## src/rtl/mc_ctrl_pkg.sv

```systemverilog
// Shared types and opcode constants for the multicycle core sequencer.
package mc_ctrl_pkg;

  // Sequencer states; encodings are visible on state_o.
  typedef enum logic [2:0] {
    StIdle   = 3'd0,
    StFetch  = 3'd1,
    StDecode = 3'd2,
    StExec   = 3'd3,
    StMem    = 3'd4,
    StWb     = 3'd5,
    StTrap   = 3'd7
  } state_t;

  // Coarse instruction class; all the sequencer needs to pick a path.
  typedef enum logic [2:0] {
    OpAlu,
    OpLoad,
    OpStore,
    OpBranch,
    OpJump,
    OpIllegal
  } op_class_t;

  localparam logic [6:0] OpcLoad   = 7'b0000011;
  localparam logic [6:0] OpcStore  = 7'b0100011;
  localparam logic [6:0] OpcBranch = 7'b1100011;
  localparam logic [6:0] OpcJal    = 7'b1101111;
  localparam logic [6:0] OpcJalr   = 7'b1100111;
  localparam logic [6:0] OpcOp     = 7'b0110011;
  localparam logic [6:0] OpcOpImm  = 7'b0010011;
  localparam logic [6:0] OpcLui    = 7'b0110111;
  localparam logic [6:0] OpcAuipc  = 7'b0010111;

  // Classes that retire directly out of EXEC.
  function automatic logic retires_in_exec(op_class_t cls);
    return (cls == OpBranch) || (cls == OpJump);
  endfunction

endpackage

```

## src/rtl/mc_opdecode.sv

```systemverilog
// Combinational opcode classifier for the multicycle sequencer.
module mc_opdecode
  import mc_ctrl_pkg::*;
(
  input  logic [6:0] opcode,
  output op_class_t  op_class
);

  // Map the major opcode onto the class that selects the FSM path.
  always_comb begin
    op_class = OpIllegal;
    case (opcode)
      OpcOp, OpcOpImm, OpcLui, OpcAuipc: op_class = OpAlu;
      OpcLoad:                           op_class = OpLoad;
      OpcStore:                          op_class = OpStore;
      OpcBranch:                         op_class = OpBranch;
      OpcJal, OpcJalr:                   op_class = OpJump;
      default:                           op_class = OpIllegal;
    endcase
  end

endmodule

```

## src/rtl/mc_core_ctrl.sv

```systemverilog
// Multicycle sequencer: FETCH/DECODE/EXEC/MEM/WB with bus timeout and error trapping.
module mc_core_ctrl
  import mc_ctrl_pkg::*;
#(
  parameter int unsigned WAIT_LIMIT = 16
) (
  input  logic        clk,
  input  logic        reset,
  input  logic        run,
  input  logic        halt_req,
  input  logic [6:0]  opcode,
  input  logic        bus_hready,
  input  logic        bus_hresp,
  output logic        bus_req,
  output logic        bus_write,
  output logic        ir_we,
  output logic        if_en,
  output logic        ex_en,
  output logic        wb_en,
  output logic        trap,
  output logic [2:0]  state_o,
  output logic [31:0] instr_cnt
);

  localparam int unsigned CNT_W = $clog2(WAIT_LIMIT + 1);
  // Counter value during the last permitted transfer cycle.
  localparam logic [CNT_W-1:0] WaitLast = CNT_W'(WAIT_LIMIT - 1);

  state_t            state_q, state_d;
  op_class_t         op_class;
  logic [CNT_W-1:0]  wait_q, wait_d;
  logic              trap_q, trap_d;
  logic [31:0]       instr_cnt_q, instr_cnt_d;
  logic              xfer_done;
  logic              xfer_timeout;
  state_t            retire_next;

  // The IR holds the opcode steady from DECODE until retirement.
  mc_opdecode u_opdecode (
    .opcode   (opcode),
    .op_class (op_class)
  );

  // An error response wins over hready; timeout only when neither arrives.
  assign xfer_done    = bus_hready & ~bus_hresp;
  assign xfer_timeout = ~bus_hready & ~bus_hresp & (wait_q == WaitLast);
  assign retire_next  = halt_req ? StIdle : StFetch;

  // State register plus wait counter, sticky trap and retire counter.
  always_ff @(posedge clk) begin
    if (!reset) begin
      state_q     <= StIdle;
      wait_q      <= '0;
      trap_q      <= 1'b0;
      instr_cnt_q <= '0;
    end else begin
      state_q     <= state_d;
      wait_q      <= wait_d;
      trap_q      <= trap_d;
      instr_cnt_q <= instr_cnt_d;
    end
  end

  // Next-state selection.
  always_comb begin
    state_d = state_q;
    unique case (state_q)
      StIdle: begin
        if (run) state_d = StFetch;
      end
      StFetch: begin
        if (bus_hresp)         state_d = StTrap;
        else if (bus_hready)   state_d = StDecode;
        else if (xfer_timeout) state_d = StTrap;
      end
      StDecode: begin
        state_d = (op_class == OpIllegal) ? StTrap : StExec;
      end
      StExec: begin
        if (retires_in_exec(op_class))                      state_d = retire_next;
        else if (op_class == OpLoad || op_class == OpStore) state_d = StMem;
        else                                                state_d = StWb;
      end
      StMem: begin
        if (bus_hresp)         state_d = StTrap;
        else if (bus_hready)   state_d = (op_class == OpStore) ? retire_next : StWb;
        else if (xfer_timeout) state_d = StTrap;
      end
      StWb: begin
        state_d = retire_next;
      end
      StTrap: begin
        state_d = StTrap;
      end
      default: begin
        state_d = StTrap;
      end
    endcase
  end

  // Decoded strobes; every retire path raises if_en exactly once.
  always_comb begin
    bus_req   = 1'b0;
    bus_write = 1'b0;
    ir_we     = 1'b0;
    if_en     = 1'b0;
    ex_en     = 1'b0;
    wb_en     = 1'b0;
    unique case (state_q)
      StFetch: begin
        bus_req = 1'b1;
        ir_we   = xfer_done;
      end
      StExec: begin
        ex_en = 1'b1;
        if_en = retires_in_exec(op_class);
        // Jumps write the link register here, not in WB.
        wb_en = (op_class == OpJump);
      end
      StMem: begin
        bus_req   = 1'b1;
        bus_write = (op_class == OpStore);
        if_en     = xfer_done & (op_class == OpStore);
      end
      StWb: begin
        wb_en = 1'b1;
        if_en = 1'b1;
      end
      default: begin
      end
    endcase
  end

  // Counter and flag updates; wait count restarts whenever a transfer state is entered.
  always_comb begin
    wait_d      = '0;
    if ((state_q == StFetch || state_q == StMem) && state_d == state_q) begin
      wait_d = wait_q + 1'b1;
    end
    trap_d      = trap_q | (state_d == StTrap);
    instr_cnt_d = instr_cnt_q + 32'(if_en);
  end

  assign state_o   = state_q;
  assign trap      = trap_q;
  assign instr_cnt = instr_cnt_q;

endmodule

```

## config.mk

```make
export PLATFORM = sky130hd
export DESIGN_NAME = mc_core_ctrl
export DESIGN_NICKNAME = d
export VERILOG_FILES = /design/src/rtl/mc_ctrl_pkg.sv /design/src/rtl/mc_opdecode.sv /design/src/rtl/mc_core_ctrl.sv
export SDC_FILE = /design/constraint.sdc
export NUM_CORES = 1
export LEC_CHECK = 0
export CAP_MARGIN = 20
export CORE_UTILIZATION = 35
export CTS_CLUSTER_SIZE = 25
export DETAILED_ROUTE_END_ITERATION = 8
export GPL_TIMING_DRIVEN = 0
export SLEW_MARGIN = 20
export SYNTH_ARGS = -nofsm -noshare
export SYNTH_HDL_FRONTEND = slang
export SYNTH_SLANG_ARGS = --single-unit
```

## constraint.sdc

```tcl
create_clock -name clk -period 3.06 [get_ports clk]
set_input_delay 0.306 -clock clk [delete_from_list [all_inputs] [get_ports clk]]
set_output_delay 0.306 -clock clk [all_outputs]
set_load 0.01 [all_outputs]
```

==> metrics.txt <==
Req. time, crit path 3.23 ns; Total Die Area roughly 6600 um2; Antenna Nets Post-Route 0; fin nets 337; final WL 5.21 mm; unrepaired setup endpoints after global routing true; Mapped Cells 261; design area about 3000 um2; CTS root buffer clkbuf_8; sequential area share after synthesis 37.6%; Worst Path Max Fanout 9; Initial Util 36.6%; Hold Path Class register to register; IR drop worst, VDD between 0.2 and 0.3 mV; Critical Path Source bus_hready; worst setup path class primary input to register; max-cap check violation count 0; drt wl/cell 13.2 um; leak pwr 0.00105 uW; max_slew headroom 66.1%; Sink Count 41; hold buffers post-CTS 0; Area after DPL between 2000 and 3000 um2; Final Wtd Congestion 0.839; Pwr Density 496 nW/um2; Synth Cell Area 2180 um2; placed cell count 390; final cell count without fillers 396; share of post-route cells with drive strength above 1 6.54%; core area 5960 um2; Residual DRC 0; Cell variety after synth 48; CTS tree yes; GRT Total Usage 16.8%; syn nets 278; final setup fails 0; P&R area growth vs syn 34.9%; first drt pass iteration count 4; Worst-path clk slew approximately 0.080 ns; Synth top area share 37.6%; commonest non-fill, non-tap cells in the layout 54 x clkdlybuf4s50_1, 41 x dfxtp_1, 20 x nand2_1, 17 x and2_1, 16 x o21ai_0; drt initial violations approximately 140; Period Utilization, post-route between 90% and 100%; Max clock buf depth 2; Period minus WS final 2.89 ns; antenna violations before repair 0; R2R Setup Slk around 0.23 ns; Vias around 2100; first-pass GRT wire length roughly 8.4 mm; Final Hold Fails 0; largest net degree at the start of global routing 13; n_diodes 0; Die Wd 80.9 um; Synth Area per Inst approximately 8.4 um2; outcome complete, no violations; Die Height 80.9 um; number of register bits inferred by synthesis 41; most common cell after layout, fill and taps aside clkdlybuf4s50_1; capturing point of the worst reg2reg path instr_cnt[19]; Max Freq 346 MHz; I/O Buffers 54; critical path capture point type register; CP Capture Point instr_cnt[19]; top cells by area, synth dfxtp_1 38%, and2_1 4.9%, nand3_1 3.7%, o21ai_0 3.7%, xnor2_1 3.6%; aggregate global routing overflow 0; Worst Path Arrival 3.06 ns; Yosys top cell by area dfxtp_1; Setup TNS 0 ns; Synthesis Warnings 0; H-tree depth 2; worst clock skew 0.00362 ns; row cnt 28; reg2reg path depth 9; Worst Max-Slew Pin Slew 0.508 ns; post-DP HPWL about 3.8 mm; FILL cells between 500 and 600; CTS buffer count 5; fin. max-slew vios 0; Startpoint Class primary input; vias in the first global route 1780; number of vias per cell 5.24; worst r2r src state_o[0]; worst skew pair latency 0.29 ns; I/O pin count 55
worst max-delay path: stages:
cell	delay, ns
clkdlybuf4s50_1	0.55
nor2b_1	0.23
a41oi_1	0.14
o22ai_1	0.23
ha_1	0.26
nand4_2	0.25
or3_1	0.44
clkbuf_1	0.20
o311ai_0	0.35
nand2_1	0.08
cells in the mapped netlist (all sizes together):
cell type  number
a2111oi         1
ha              4
a2bb2oi         2
dfxtp          41
o211ai          1
nand4b          1
a2111o          1
o311ai          1
and3            3
clkbuf         10
or3            10
a21oi           2
xor2            7
mux2i           2
or2             1
o221ai          1
nor2b           4
nor4bb          1
nor2           16
o21ai          16
o22ai           1
nand2          20
o32ai           1
xnor2           9
nand4           6
buf             4
and4            3
nand3          16
and2           17
and3b           1
a311oi          2
a41oi           1
o21bai          2
nor4b           1
o211a           1
a221oi          2
nor3            9
nor4            5
nand2b          7
nand3b          8
a21boi          9
inv            11
power breakdown:
group	internal [uW]	total, uW	switching (uW)
Clock	266	452	186
Combinational	209	403	194
Sequential	561	604	42.7
per-layer routing:
layer	wire (um)	global-route usage, %	up-vias
met5	0	0	-
met3	224	3.82	7
met1	2510	22.8	976
li1	-	-	1040
met2	2400	26.1	51
met4	71	5.89	0
cells by family (layout without fill, tap and decap cells):
family          Yosys count  in the layout  synth area share, %
simple gates            129            129                 34.0
compound gates           44             44                 13.9
flops                    41             41                 37.6
buf+inv                  25             85                 4.82
xor+xnor                 16             16                 6.43
fa+ha+maj                 4              4                 2.29
mux                       2              2                0.918
final cells by class:
type / count / area (um2) / area share [%]
Sequential cell: 41 / 821 / 27.9
Multi-Input combinational cell: 195 / 1270 / 43.2
Tap cell: 75 / 93.8 / 3.19
Buffer: 12 / 57.6 / 1.96
Clock buffer: 7 / 86.3 / 2.93
Inverter: 11 / 41.3 / 1.40
Timing Repair Buffer: 54 / 541 / 18.4
Clock inverter: 1 / 30.0 / 1.02
metrics by stage:
step	total power (uW)	worst slack, ns	utilization [%]	hold slack [ns]
floorplan	850	0.245	-	0.418
global placement	1020	-0.227	47.3	0.431
detailed placement	1020	-0.204	47.3	0.443
CTS	1480	0.0351	49.2	0.455
global route	1530	-0.0147	49.4	0.469
finish	1460	0.173	49.4	0.449
sequential cells by signal (all words and copies together) (netlist names):
register / flops
instr_cnt: 32
wait_q: 5
state_o: 3
trap: 1
what timing repair did:
| action | 4_1_cts | 5_1_grt |
|---|---|---|
| resized for setup | 1 | 3 |
| buffers inserted | 0 | 0 |
| endpoints found under the hold margin | 0 | 0 |
| cloned | 0 | 0 |
| endpoints found under the setup margin | 5 | 16 |
worst min-delay path by stage:
stage / start / endpoint / slack (ns) / cells past startpoint
after floorplan: wait_q[0] / wait_q[0] / 0.42 / 1
after global routing: wait_q[0] / wait_q[0] / 0.47 / 1
after global placement: wait_q[0] / wait_q[0] / 0.43 / 1
after detailed placement: wait_q[0] / wait_q[0] / 0.44 / 1
final: wait_q[0] / wait_q[0] / 0.45 / 1
after CTS: wait_q[0] / wait_q[0] / 0.45 / 1
No activity file was read; power rests on OpenSTA's default activity.
